`config.mk`:
```
export PLATFORM = sky130hd
export DESIGN_NAME = aes_128_key_expand
export DESIGN_NICKNAME = d
export VERILOG_FILES = /design/src/rtl/aes_128_key_expand.sv
export SDC_FILE = /design/constraint.sdc
export NUM_CORES = 1
export LEC_CHECK = 0
export CORE_ASPECT_RATIO = 0.75
export CORE_MARGIN = 3
export CORE_UTILIZATION = 30
export CTS_CLUSTER_DIAMETER = 30
export CTS_CLUSTER_SIZE = 10
export DETAILED_ROUTE_END_ITERATION = 7
export PLACE_DENSITY = 0.56
export SETUP_SLACK_MARGIN = 0.15
export SYNTH_ARGS = -nofsm -noshare
export SYNTH_HDL_FRONTEND = slang
export SYNTH_SLANG_ARGS = --single-unit
```
`constraint.sdc`:
```
create_clock -name clk -period 6.5 [get_ports clk]
set_input_delay 1.3 -clock clk [delete_from_list [all_inputs] [get_ports clk]]
set_output_delay 1.3 -clock clk [all_outputs]
set_load 0.005 [all_outputs]
```
`src/rtl/aes_128_key_expand.sv`:
```
// rtl/aes_128_key_expand.sv - iterative AES-128 key schedule feeding the round-key RAM
//
// Expands a 128-bit cipher key into the 11 FIPS-197 round keys, one round at a time.
// Each round key is written as two 64-bit halves (upper first), and key_ready is then raised.
// SubWord uses an external 32-bit S-box port with one-cycle read latency.
//
// Ports:
//   clk           in   1   clock, rising edge
//   kill          in   1   asynchronous active-high reset
//   key_start     in   1   start pulse; key_in is sampled in the same cycle
//   key_in        in 128   cipher key, [127:96] = w0
//   sbox_addr     out 32   RotWord(w3) of the key register, four S-box byte addresses
//   sbox_data     in  32   S-box result for the previous cycle's sbox_addr
//   en_wr         out  1   round-key RAM write strobe
//   key_round_wr  out 64   half round key being written
//   key_ready     out  1   all 22 halves have been written
//   busy          out  1   expansion in progress

module aes_128_key_expand (
    input  logic         clk,
    input  logic         kill,
    input  logic         key_start,
    input  logic [127:0] key_in,
    output logic [31:0]  sbox_addr,
    input  logic [31:0]  sbox_data,
    output logic         en_wr,
    output logic [63:0]  key_round_wr,
    output logic         key_ready,
    output logic         busy
);

    typedef enum logic [2:0] {
        IDLE  = 3'd0,
        WR_HI = 3'd1,
        WR_LO = 3'd2,
        SUB   = 3'd3,
        CALC  = 3'd4
    } state_t;

    state_t       state_q, state_d;
    logic [127:0] key_q, key_d;
    logic [7:0]   rcon_q, rcon_d;
    logic [3:0]   round_q, round_d;
    logic         ready_q, ready_d;

    logic [31:0]  w3;
    logic [31:0]  t;
    logic [31:0]  w0_n, w1_n, w2_n, w3_n;

    assign w3 = key_q[31:0];

    // Byte rotation feeds the S-box lanes; only meaningful while in SUB.
    assign sbox_addr = {w3[23:0], w3[31:24]};

    // The S-box answer arrives in CALC, one cycle after the address was shown in SUB.
    assign t    = sbox_data ^ {rcon_q, 24'h000000};
    assign w0_n = key_q[127:96] ^ t;
    assign w1_n = key_q[95:64]  ^ w0_n;
    assign w2_n = key_q[63:32]  ^ w1_n;
    assign w3_n = w3            ^ w2_n;

    always_comb begin
        state_d = state_q;
        key_d   = key_q;
        rcon_d  = rcon_q;
        round_d = round_q;
        ready_d = ready_q;
        case (state_q)
            IDLE: begin
                if (key_start) begin
                    key_d   = key_in;
                    rcon_d  = 8'h01;
                    round_d = 4'd0;
                    ready_d = 1'b0;
                    state_d = WR_HI;
                end
            end
            WR_HI: state_d = WR_LO;
            WR_LO: begin
                if (round_q == 4'd10) begin
                    ready_d = 1'b1;
                    state_d = IDLE;
                end else begin
                    state_d = SUB;
                end
            end
            SUB: state_d = CALC;
            CALC: begin
                key_d   = {w0_n, w1_n, w2_n, w3_n};
                round_d = round_q + 4'd1;
                // xtime in GF(2^8): 80 wraps to 1B, giving the 1B,36 tail of the sequence.
                rcon_d  = {rcon_q[6:0], 1'b0} ^ (rcon_q[7] ? 8'h1b : 8'h00);
                state_d = WR_HI;
            end
            default: state_d = IDLE;
        endcase
    end

    always_ff @(posedge clk or posedge kill) begin
        if (kill) begin
            state_q <= IDLE;
            key_q   <= 128'h0;
            rcon_q  <= 8'h00;
            round_q <= 4'd0;
            ready_q <= 1'b0;
        end else begin
            state_q <= state_d;
            key_q   <= key_d;
            rcon_q  <= rcon_d;
            round_q <= round_d;
            ready_q <= ready_d;
        end
    end

    assign en_wr        = (state_q == WR_HI) || (state_q == WR_LO);
    assign key_round_wr = (state_q == WR_HI) ? key_q[127:64] :
                          (state_q == WR_LO) ? key_q[63:0]   : 64'h0;
    assign key_ready    = ready_q;
    assign busy         = (state_q != IDLE);

endmodule

```
==> flow_summary.json, run 1 <==
{
  "status": "complete, no violations",
  "io_pins": 262,
  "cts.path.max_buffers": 2,
  "final_cells": 1513,
  "hold_viol": 0,
  "grt_max_degree": 98,
  "dpl.hpwl_um": 19700,
  "fin_crit_sh_pct": 74.8,
  "tightest_slew_ps": 1170,
  "place_area_sq_mm": 0.0115,
  "post_cts_buffers": 0,
  "seqPwrFrac_pct": 28.7,
  "clk_latency_ps": 430,
  "p_clk_share_pct": 17.8,
  "drv_slew": 0,
  "wl_per_cell_um": 19.7,
  "htree_levels": 4,
  "synth_area_sq_mm": 0.00883,
  "critPathKind": "flop to output port",
  "grt_pass1_wl_um": 46400,
  "cts_buffers": 17,
  "postCtsHoldBufs": 0,
  "initial_utilization_pct": 31.0,
  "muxShareOfSynthArea_pct": 0,
  "post-route-util_pct": 42.6,
  "overflow": 0,
  "grt_pass1_vias": 7810,
  "vias": 7819,
  "setup_ws_ps": 1640,
  "period_minus_slack_ps": 4860,
  "r2r_slack_ps": 4050,
  "seq_area_frac_synth_pct": 40.8,
  "cts.repair.resized": 0,
  "drtIter0Drc": 343,
  "maxClockFrequency_mhz": 206,
  "dr.pass1.iters": 5,
  "cp_data_arrival_time_ps": 3560,
  "synth_top_area_share_pct": 40.8,
  "dieArea_sq_mm": 0.0316,
  "startpoint_type": "flop",
  "gp_congestion": 0.798,
  "synth_seq_cells": 144,
  "synthArstFlopShare_pct": 100,
  "grtUsageMet1_pct": 26.7,
  "grt_antenna_before_repair": 5,
  "wl_um": 29800,
  "synth-simple-area-share_pct": 13.3,
  "placed_cells": 1480,
  "power.share.switching_pct": 39.1,
  "finalPower_mw": 6.37,
  "synthTopCellsByCount": "dfrtp_1 (144), nand2_1 (105), o21ai_0 (74)",
  "fp.dieH_um": 155,
  "grtUsageMet2_pct": 28.7,
  "timing.hold.ws_ps": 482,
  "synth_edf_count": 0,
  "layout.nets": 1279,
  "viasPerCell": 5.17,
  "grt.busiest_layer": "met2",
  "ys_top_cells_by_area": "dfrtp_1 (41%), xnor3_1 (8.2%), a22o_1 (6.7%)",
  "avgSynthCellArea_sq_um": 9.58,
  "drive_gt1_share_pct": 5.68,
  "fillers": 2807,
  "die_w_um": 204,
  "portBuffers": 261,
  "final_cell_area_sq_mm": 0.0121,
  "hp-class": "flop to flop",
  "antenna_left": 0,
  "tns_ps": 0,
  "ys_warn_count": 0,
  "cts_tree": "built",
  "rows": 53,
  "place_ws_ps": 2050,
  "synth_xor_xnor_area_share_pct": 13.4,
  "rsz0062_at_grt": "false",
  "powerDensity_mw_per_mm2": 525,
  "track_usage_pct": 18.8,
  "syn_inst": 922,
  "synth.most_common_cell": "dfrtp_1",
  "drc": 0,
  "synth_top_family_by_area": "compound AO/OA/AOI/OAI gates",
  "synthAdderAreaFrac_pct": 0.283,
  "setup_viol": 0,
  "worstPathMaxFanout": 49,
  "clk_pin_slew_ps": 60,
  "clock-skew-final_ps": 7.89,
  "ys.flop_type": "dfrtp_1",
  "core_sq_mm": 0.0285,
  "worst_slew_margin_rel_pct": 21.7,
  "grtUsageMet3_pct": 5.15,
  "synth_compound_area_share_pct": 24.6,
  "synth_nets": 1087,
  "synthDistinctLibCells": 40,
  "combPwrFrac_pct": 53.5,
  "timing.critical_path.to_type": "output port",
  "synthToLayoutAreaGrowth_pct": 37.5,
  "p_sw_mw": 2.49,
  "synth_area_leader_cell": "dfrtp_1",
  "vdd_drop_max_v": 0.000202,
  "cts_root_buf": "clkbuf_16",
  "required_ps": 5200,
  "cellLeakagePower_nw": 5.04,
  "cts.sinks": 144,
  "max-cap-violations": 0,
  "p_int_mw": 3.88
}
area by class of cell:
type | instances | area [sq um] | area share [%]
flip-flops and latches | 144 | 3600 | 29.7
well taps | 385 | 482 | 3.97
clock inverters | 11 | 201 | 1.66
clock buffers | 21 | 460 | 3.79
diodes | 1 | 2.50 | 0.0206
multi-input cells | 651 | 4580 | 37.7
repair buffers | 275 | 2720 | 22.4
inverters | 25 | 98.8 | 0.814
sequential cells by signal, indices dropped and copies added, names as in the netlist:
register	count
round_q	4
rcon_q	8
key_ready	1
key_q	128
state_q	3
cell families (layout without fill, tap and decap cells):
family,after synthesis,count (layout)
adder cells (fa/ha/maj),2,2
AND/OR/NAND/NOR,254,254
XOR/XNOR,84,84
other,0,1
buffers and inverters,127,332
flip-flops,144,144
AO/OA/AOI/OAI,311,311
worst paths after layout:
check | start | to | depth (start not counted)
max reg2reg | state_q[2] | key_q[90] | 5
min in group asynchronous | kill | key_q[20] | 2
min | round_q[3] | round_q[3] | 1
max | state_q[2] | key_round_wr[59] | 5
max in group asynchronous | kill | key_q[31] | 3
min reg2reg | round_q[3] | round_q[3] | 1
power by group through the flow:
stage               combinational [mW]  sequential [mW]  clock (mW)
floorplan                         2.32             1.65           0
global placement                  3.39             1.83           0
detailed placement                3.42             1.84           0
CTS                               3.44             1.83        1.16
global route                      3.74             1.91        1.20
finish                            3.41             1.83        1.14
layout by cell type, fill, tap and decap left out, types with 14 or more instances in the layout:
master,instances
xnor3_1,32
a221o_1,24
and3_1,24
o21ai_0,74
nand3_1,25
xnor2_1,43
dfrtp_1,143
clkdlybuf4s50_1,261
a21boi_0,16
a21oi_1,50
nor2_1,40
clkbuf_16,17
nand2_1,104
a211oi_1,24
inv_1,24
a22o_1,68
buf_4,14
nor3_1,48
o22ai_1,25
worst max-delay path, cell delays in order, from the launching register on:
cell	delay [ps]
dfrtp_2	690
nor2_1	320
and2_2	980
buf_4	410
a22o_1	190
clkdlybuf4s50_1	530
metal layers:
metal | routed length [um] | part of all wire (%)
met5 | 50 | 0.17
met4 | 323 | 1.1
met3 | 2170 | 7.3
met2 | 13300 | 45
met1 | 14000 | 47
(Power assumes the default switching activity.)
==> inputs of run 2 (changes only) <==
Clock period 6.5 ns to 4.6 ns, I/O delays scaled along.
==> flow_summary.json, run 2 (synthesized netlist as in run 1, its figures left out) <==
{
  "drtIter0Drc": 418,
  "cp_top_family": "simple AND/OR/NAND/NOR gates",
  "tns_ps": 0,
  "largest_reg_flops": 128,
  "clock-skew-final_ps": 9.15,
  "period_minus_slack_ps": 3860,
  "required_ps": 3680,
  "max-cap-violations": 0,
  "top_regs": "key_q (128), rcon_q (8), round_q (4)",
  "dieArea_sq_mm": 0.0316,
  "placed_cells": 1482,
  "powerDensity_mw_per_mm2": 732,
  "post_cts_buffers": 0,
  "crit_buf_inv": 2,
  "cts.path.max_buffers": 2,
  "hp-class": "flop to flop",
  "grt_pass1_vias": 7779,
  "r2r_cells": 5,
  "cts.sinks": 144,
  "viasPerCell": 5.22,
  "io_pins": 262,
  "track_usage_pct": 18.6,
  "clk_latency_ps": 430,
  "vias": 7902,
  "worstPathMaxFanout": 33,
  "seqPwrFrac_pct": 29.0,
  "cts_buffers": 17,
  "power.share.switching_pct": 39.7,
  "rr_startpoint": "state_q[1]",
  "wl_per_cell_um": 19.6,
  "crit_cells": 5,
  "initial_utilization_pct": 31.0,
  "drive_gt1_share_pct": 5.85,
  "p_sw_mw": 3.52,
  "startpoint_type": "flop",
  "antenna_left": 0,
  "vdd_drop_max_v": 0.000301,
  "maxClockFrequency_mhz": 259,
  "worst_slew_margin_rel_pct": 39.9,
  "tightest_slew_ps": 902,
  "grt_pass1_wl_um": 46400,
  "final_cells": 1514,
  "portBuffers": 261,
  "mostFrequentLayoutCells": "clkdlybuf4s50_1 (261), dfrtp_1 (144), nand2_1 (104)",
  "min_path_cells": 1,
  "synthToLayoutAreaGrowth_pct": 37.1,
  "postCtsHoldBufs": 0,
  "fp.dieH_um": 155,
  "critPathLaunch": "state_q[0]",
  "cts.repair.resized": 0,
  "finalPower_mw": 8.87,
  "crit_chain": "nor2_1, and2_2, buf_12, a22o_1, clkdlybuf4s50_1",
  "combPwrFrac_pct": 54.7,
  "hold_viol": 0,
  "p_clk_share_pct": 16.3,
  "layout.nets": 1281,
  "p_int_mw": 5.35,
  "cts_tree": "built",
  "grt_antenna_before_repair": 3,
  "r2r_slack_ps": 2350,
  "rr_endpoint": "key_q[42]",
  "core_sq_mm": 0.0285,
  "clk_pin_slew_ps": 60,
  "timing.hold.ws_ps": 486,
  "cp_slowest_cell": "and2_2",
  "cellLeakagePower_nw": 5.03,
  "top_register": "key_q",
  "min-delay-start": "round_q[3]",
  "drc": 0,
  "status": "complete, no violations",
  "max_stage_delay_ps": 740,
  "drv_slew": 0,
  "grt_max_degree": 145,
  "dr.pass1.iters": 5,
  "timing.critical_path.to_type": "output port",
  "gp_congestion": 0.769,
  "mostFrequentLayoutCell": "clkdlybuf4s50_1",
  "critPathKind": "flop to output port",
  "rows": 53,
  "htree_levels": 4,
  "fillers": 2772,
  "rsz0062_at_grt": "false",
  "setup_viol": 0,
  "die_w_um": 204,
  "cts_root_buf": "clkbuf_16",
  "cp_data_arrival_time_ps": 2940,
  "overflow": 0,
  "whs_endpoint": "round_q[3]",
  "wl_um": 29700,
  "dpl.hpwl_um": 19600,
  "fin_crit_sh_pct": 84.0
}
-- run 2: cell count changes in the layout (fill, tap and decap cells not counted), moves of 2 or more --
cell / change
clkbuf_1: -2
clkinv_2: +4
inv_6: -3
buf_12: +2
clkinvlp_4: +3
clkbuf_8: -2
bufinv_16: -2
-- run 2: layer usage --
metal  vias to the layer above  track usage, %  part of all wire [%]
met5                         -               0                 0.091
met4                         4            4.68                   1.1
met3                        25            4.75                   6.7
met2                       249            27.2                    44
met1                      3907            27.3                    48
li1                       3717               -                     -
-- run 2: cell type report --
class	count	area, sq um	area share, %
Inverter	25	97.6	0.806
Multi-Input combinational cell	651	4580	37.8
Timing Repair Buffer	277	2760	22.8
Antenna cell	1	2.50	0.0207
Clock buffer	17	425	3.51
Tap cell	385	482	3.98
Clock inverter	14	168	1.38
Sequential cell	144	3600	29.7
-- run 2: how the worst max path moves through the flow --
stage / slack, ps / endpoint
after floorplan: 1870 / key_q[0]
after global placement: 1260 / key_round_wr[32]
after detailed placement: 1190 / key_round_wr[56]
after CTS: 710 / key_round_wr[56]
after global routing: 610 / key_round_wr[16]
final: 740 / key_round_wr[59]
-- run 2: power by group through the flow --
stage          Sequential (mW)  Combinational (mW)  Clock [mW]
2_1_floorplan             2.33                3.28           0
3_3_place_gp              2.59                4.80           0
3_5_place_dp              2.58                4.86           0
4_1_cts                   2.57                4.90        1.49
5_1_grt                   2.67                5.32        1.54
6_report                  2.57                4.85        1.45
-- run 2: stage by stage --
step	utilization, %	setup slack (ps)	instance area [sq um]
CTS	42.5	711	12100
global placement	40.4	1260	11500
detailed placement	40.4	1190	11500
finish	42.5	737	12100
global route	42.5	614	12100
floorplan	-	1870	8840
==> inputs of run 3 (changes only) <==
Clock period 4.6 ns to 3.89 ns, I/O delays scaled along.
==> flow_summary.json, run 3 (synthesized netlist as in run 1, its figures left out) <==
{
  "crit_buf_inv": 2,
  "combPwrFrac_pct": 54.0,
  "drive_gt1_share_pct": 6.10,
  "fillers": 2813,
  "cellLeakagePower_nw": 5.08,
  "layout.nets": 1284,
  "min-delay-start": "round_q[3]",
  "critPathLaunch": "state_q[0]",
  "synthToLayoutAreaGrowth_pct": 38.3,
  "diodes": 0,
  "drv_slew": 0,
  "fin_crit_sh_pct": 84.4,
  "dr.pass1.iters": 5,
  "mostFrequentLayoutCell": "clkdlybuf4s50_1",
  "drtIter0Drc": 461,
  "post_cts_buffers": 0,
  "rows": 53,
  "tns_ps": 0,
  "cts_root_buf": "clkbuf_16",
  "cts_buffers": 17,
  "p_int_mw": 6.53,
  "grt_max_degree": 145,
  "grt_pass1_vias": 7700,
  "cp_data_arrival_time_ps": 2500,
  "timing.critical_path.to_type": "output port",
  "cts.path.max_buffers": 2,
  "cp_top_family": "buffers and inverters",
  "rsz0062_at_grt": "false",
  "powerDensity_mw_per_mm2": 873,
  "viasPerCell": 5.12,
  "hold_viol": 0,
  "worst_slew_margin_rel_pct": 39.9,
  "clk_pin_slew_ps": 60,
  "clk_latency_ps": 430,
  "vdd_drop_max_v": 0.000363,
  "cp_slowest_cell": "dfrtp_1",
  "top_register": "key_q",
  "gp_congestion": 0.768,
  "timing.hold.ws_ps": 473,
  "fp.dieH_um": 155,
  "hp-class": "flop to flop",
  "grt_antenna_before_repair": 1,
  "initial_utilization_pct": 31.0,
  "maxClockFrequency_mhz": 305,
  "core_sq_mm": 0.0285,
  "portBuffers": 261,
  "rr_startpoint": "state_q[1]",
  "seqPwrFrac_pct": 28.4,
  "r2r_cells": 5,
  "mostFrequentLayoutCells": "clkdlybuf4s50_1 (261), dfrtp_1 (144), nand2_1 (104)",
  "drc": 0,
  "dieArea_sq_mm": 0.0316,
  "wl_per_cell_um": 19.4,
  "dpl.hpwl_um": 19400,
  "required_ps": 3110,
  "postCtsHoldBufs": 0,
  "io_pins": 262,
  "critPathKind": "flop to output port",
  "p_sw_mw": 4.13,
  "top_regs": "key_q (128), rcon_q (8), round_q (4)",
  "clock-skew-final_ps": 10.9,
  "vias": 7764,
  "cts_tree": "built",
  "period_minus_slack_ps": 3280,
  "tightest_slew_ps": 902,
  "min_path_cells": 1,
  "power.share.switching_pct": 38.8,
  "setup_viol": 0,
  "crit_cells": 5,
  "crit_chain": "nor2_1, and2_2, buf_4, a22o_1, clkdlybuf4s50_1",
  "track_usage_pct": 18.4,
  "cts.sinks": 144,
  "antenna_left": 0,
  "p_clk_share_pct": 17.6,
  "grt_pass1_wl_um": 45700,
  "worstPathMaxFanout": 22,
  "htree_levels": 4,
  "largest_reg_flops": 128,
  "die_w_um": 204,
  "status": "complete, no violations",
  "max_stage_delay_ps": 520,
  "startpoint_type": "flop",
  "overflow": 0,
  "max-cap-violations": 0,
  "wl_um": 29400,
  "cts.repair.resized": 0
}
-- run 3: cell count changes in the layout (fill, tap and decap cells not counted) --
cell / delta
buf_12: +1
buf_4: +2
bufinv_16: +2
clkbuf_1: +1
clkbuf_8: +2
clkinv_2: -3
clkinv_4: +1
clkinvlp_4: -2
diode_2: -1
-- run 3: layout make-up --
class,count,area (sq um),area share (%)
Clock buffer,20,457,3.74
Multi-Input combinational cell,651,4580,37.5
Sequential cell,144,3600,29.5
Inverter,25,97.6,0.799
Timing Repair Buffer,280,2790,22.9
Tap cell,385,482,3.94
Clock inverter,12,206,1.69
-- run 3: metrics by stage --
step | area [sq um] | cells | worst slack (ps) | utilization [%] | total power [mW]
2_1_floorplan | 8840 | 922 | 1310 | - | 6.64
3_3_place_gp | 11600 | 1485 | 1100 | 40.5 | 8.77
3_5_place_dp | 11600 | 1485 | 1080 | 40.5 | 8.84
4_1_cts | 12200 | 1517 | 597 | 42.8 | 10.8
5_1_grt | 12200 | 1517 | 471 | 42.8 | 11.4
6_report | 12200 | 1517 | 608 | 42.8 | 10.7
-- run 3: worst register-to-register path, delay by kind of cell, from the launching register on --
family | cells | cell delay, ps
DFF | 1 | 660
and+or+nand+nor | 3 | 830
buffers and inverters | 1 | 350
AOI/OAI and AO/OA | 1 | 270
-- run 3: path summary, 6_finish.rpt --
| check | to | slack [ps] |
|---|---|---|
| setup / recovery | key_round_wr[39] | 610 |
| hold / removal | round_q[3] | 470 |
| setup reg to reg | key_q[51] | 1660 |
| hold reg to reg | round_q[3] | 470 |
| max in group asynchronous | key_q[64] | 2270 |
| min in group asynchronous | key_q[104] | 890 |
-- run 3: metal layers --
layer	part of all wire (%)	wire length [um]	global-route usage, %	vias up
met1	49	14300	27.3	3777
met2	44	12900	27.2	237
met4	0.78	229	3.63	2
li1	-	-	-	3729
met3	6.7	1980	4.73	19
met5	0.044	13	0	-
-- run 3: power by group through the flow --
stage          clock [mW]  sequential, mW  combinational (mW)
2_1_floorplan           0            2.76                3.88
3_3_place_gp            0            3.04                5.72
3_5_place_dp            0            3.04                5.80
4_1_cts              1.91            3.02                5.84
5_1_grt              1.99            3.14                6.31
6_report             1.87            3.03                5.76
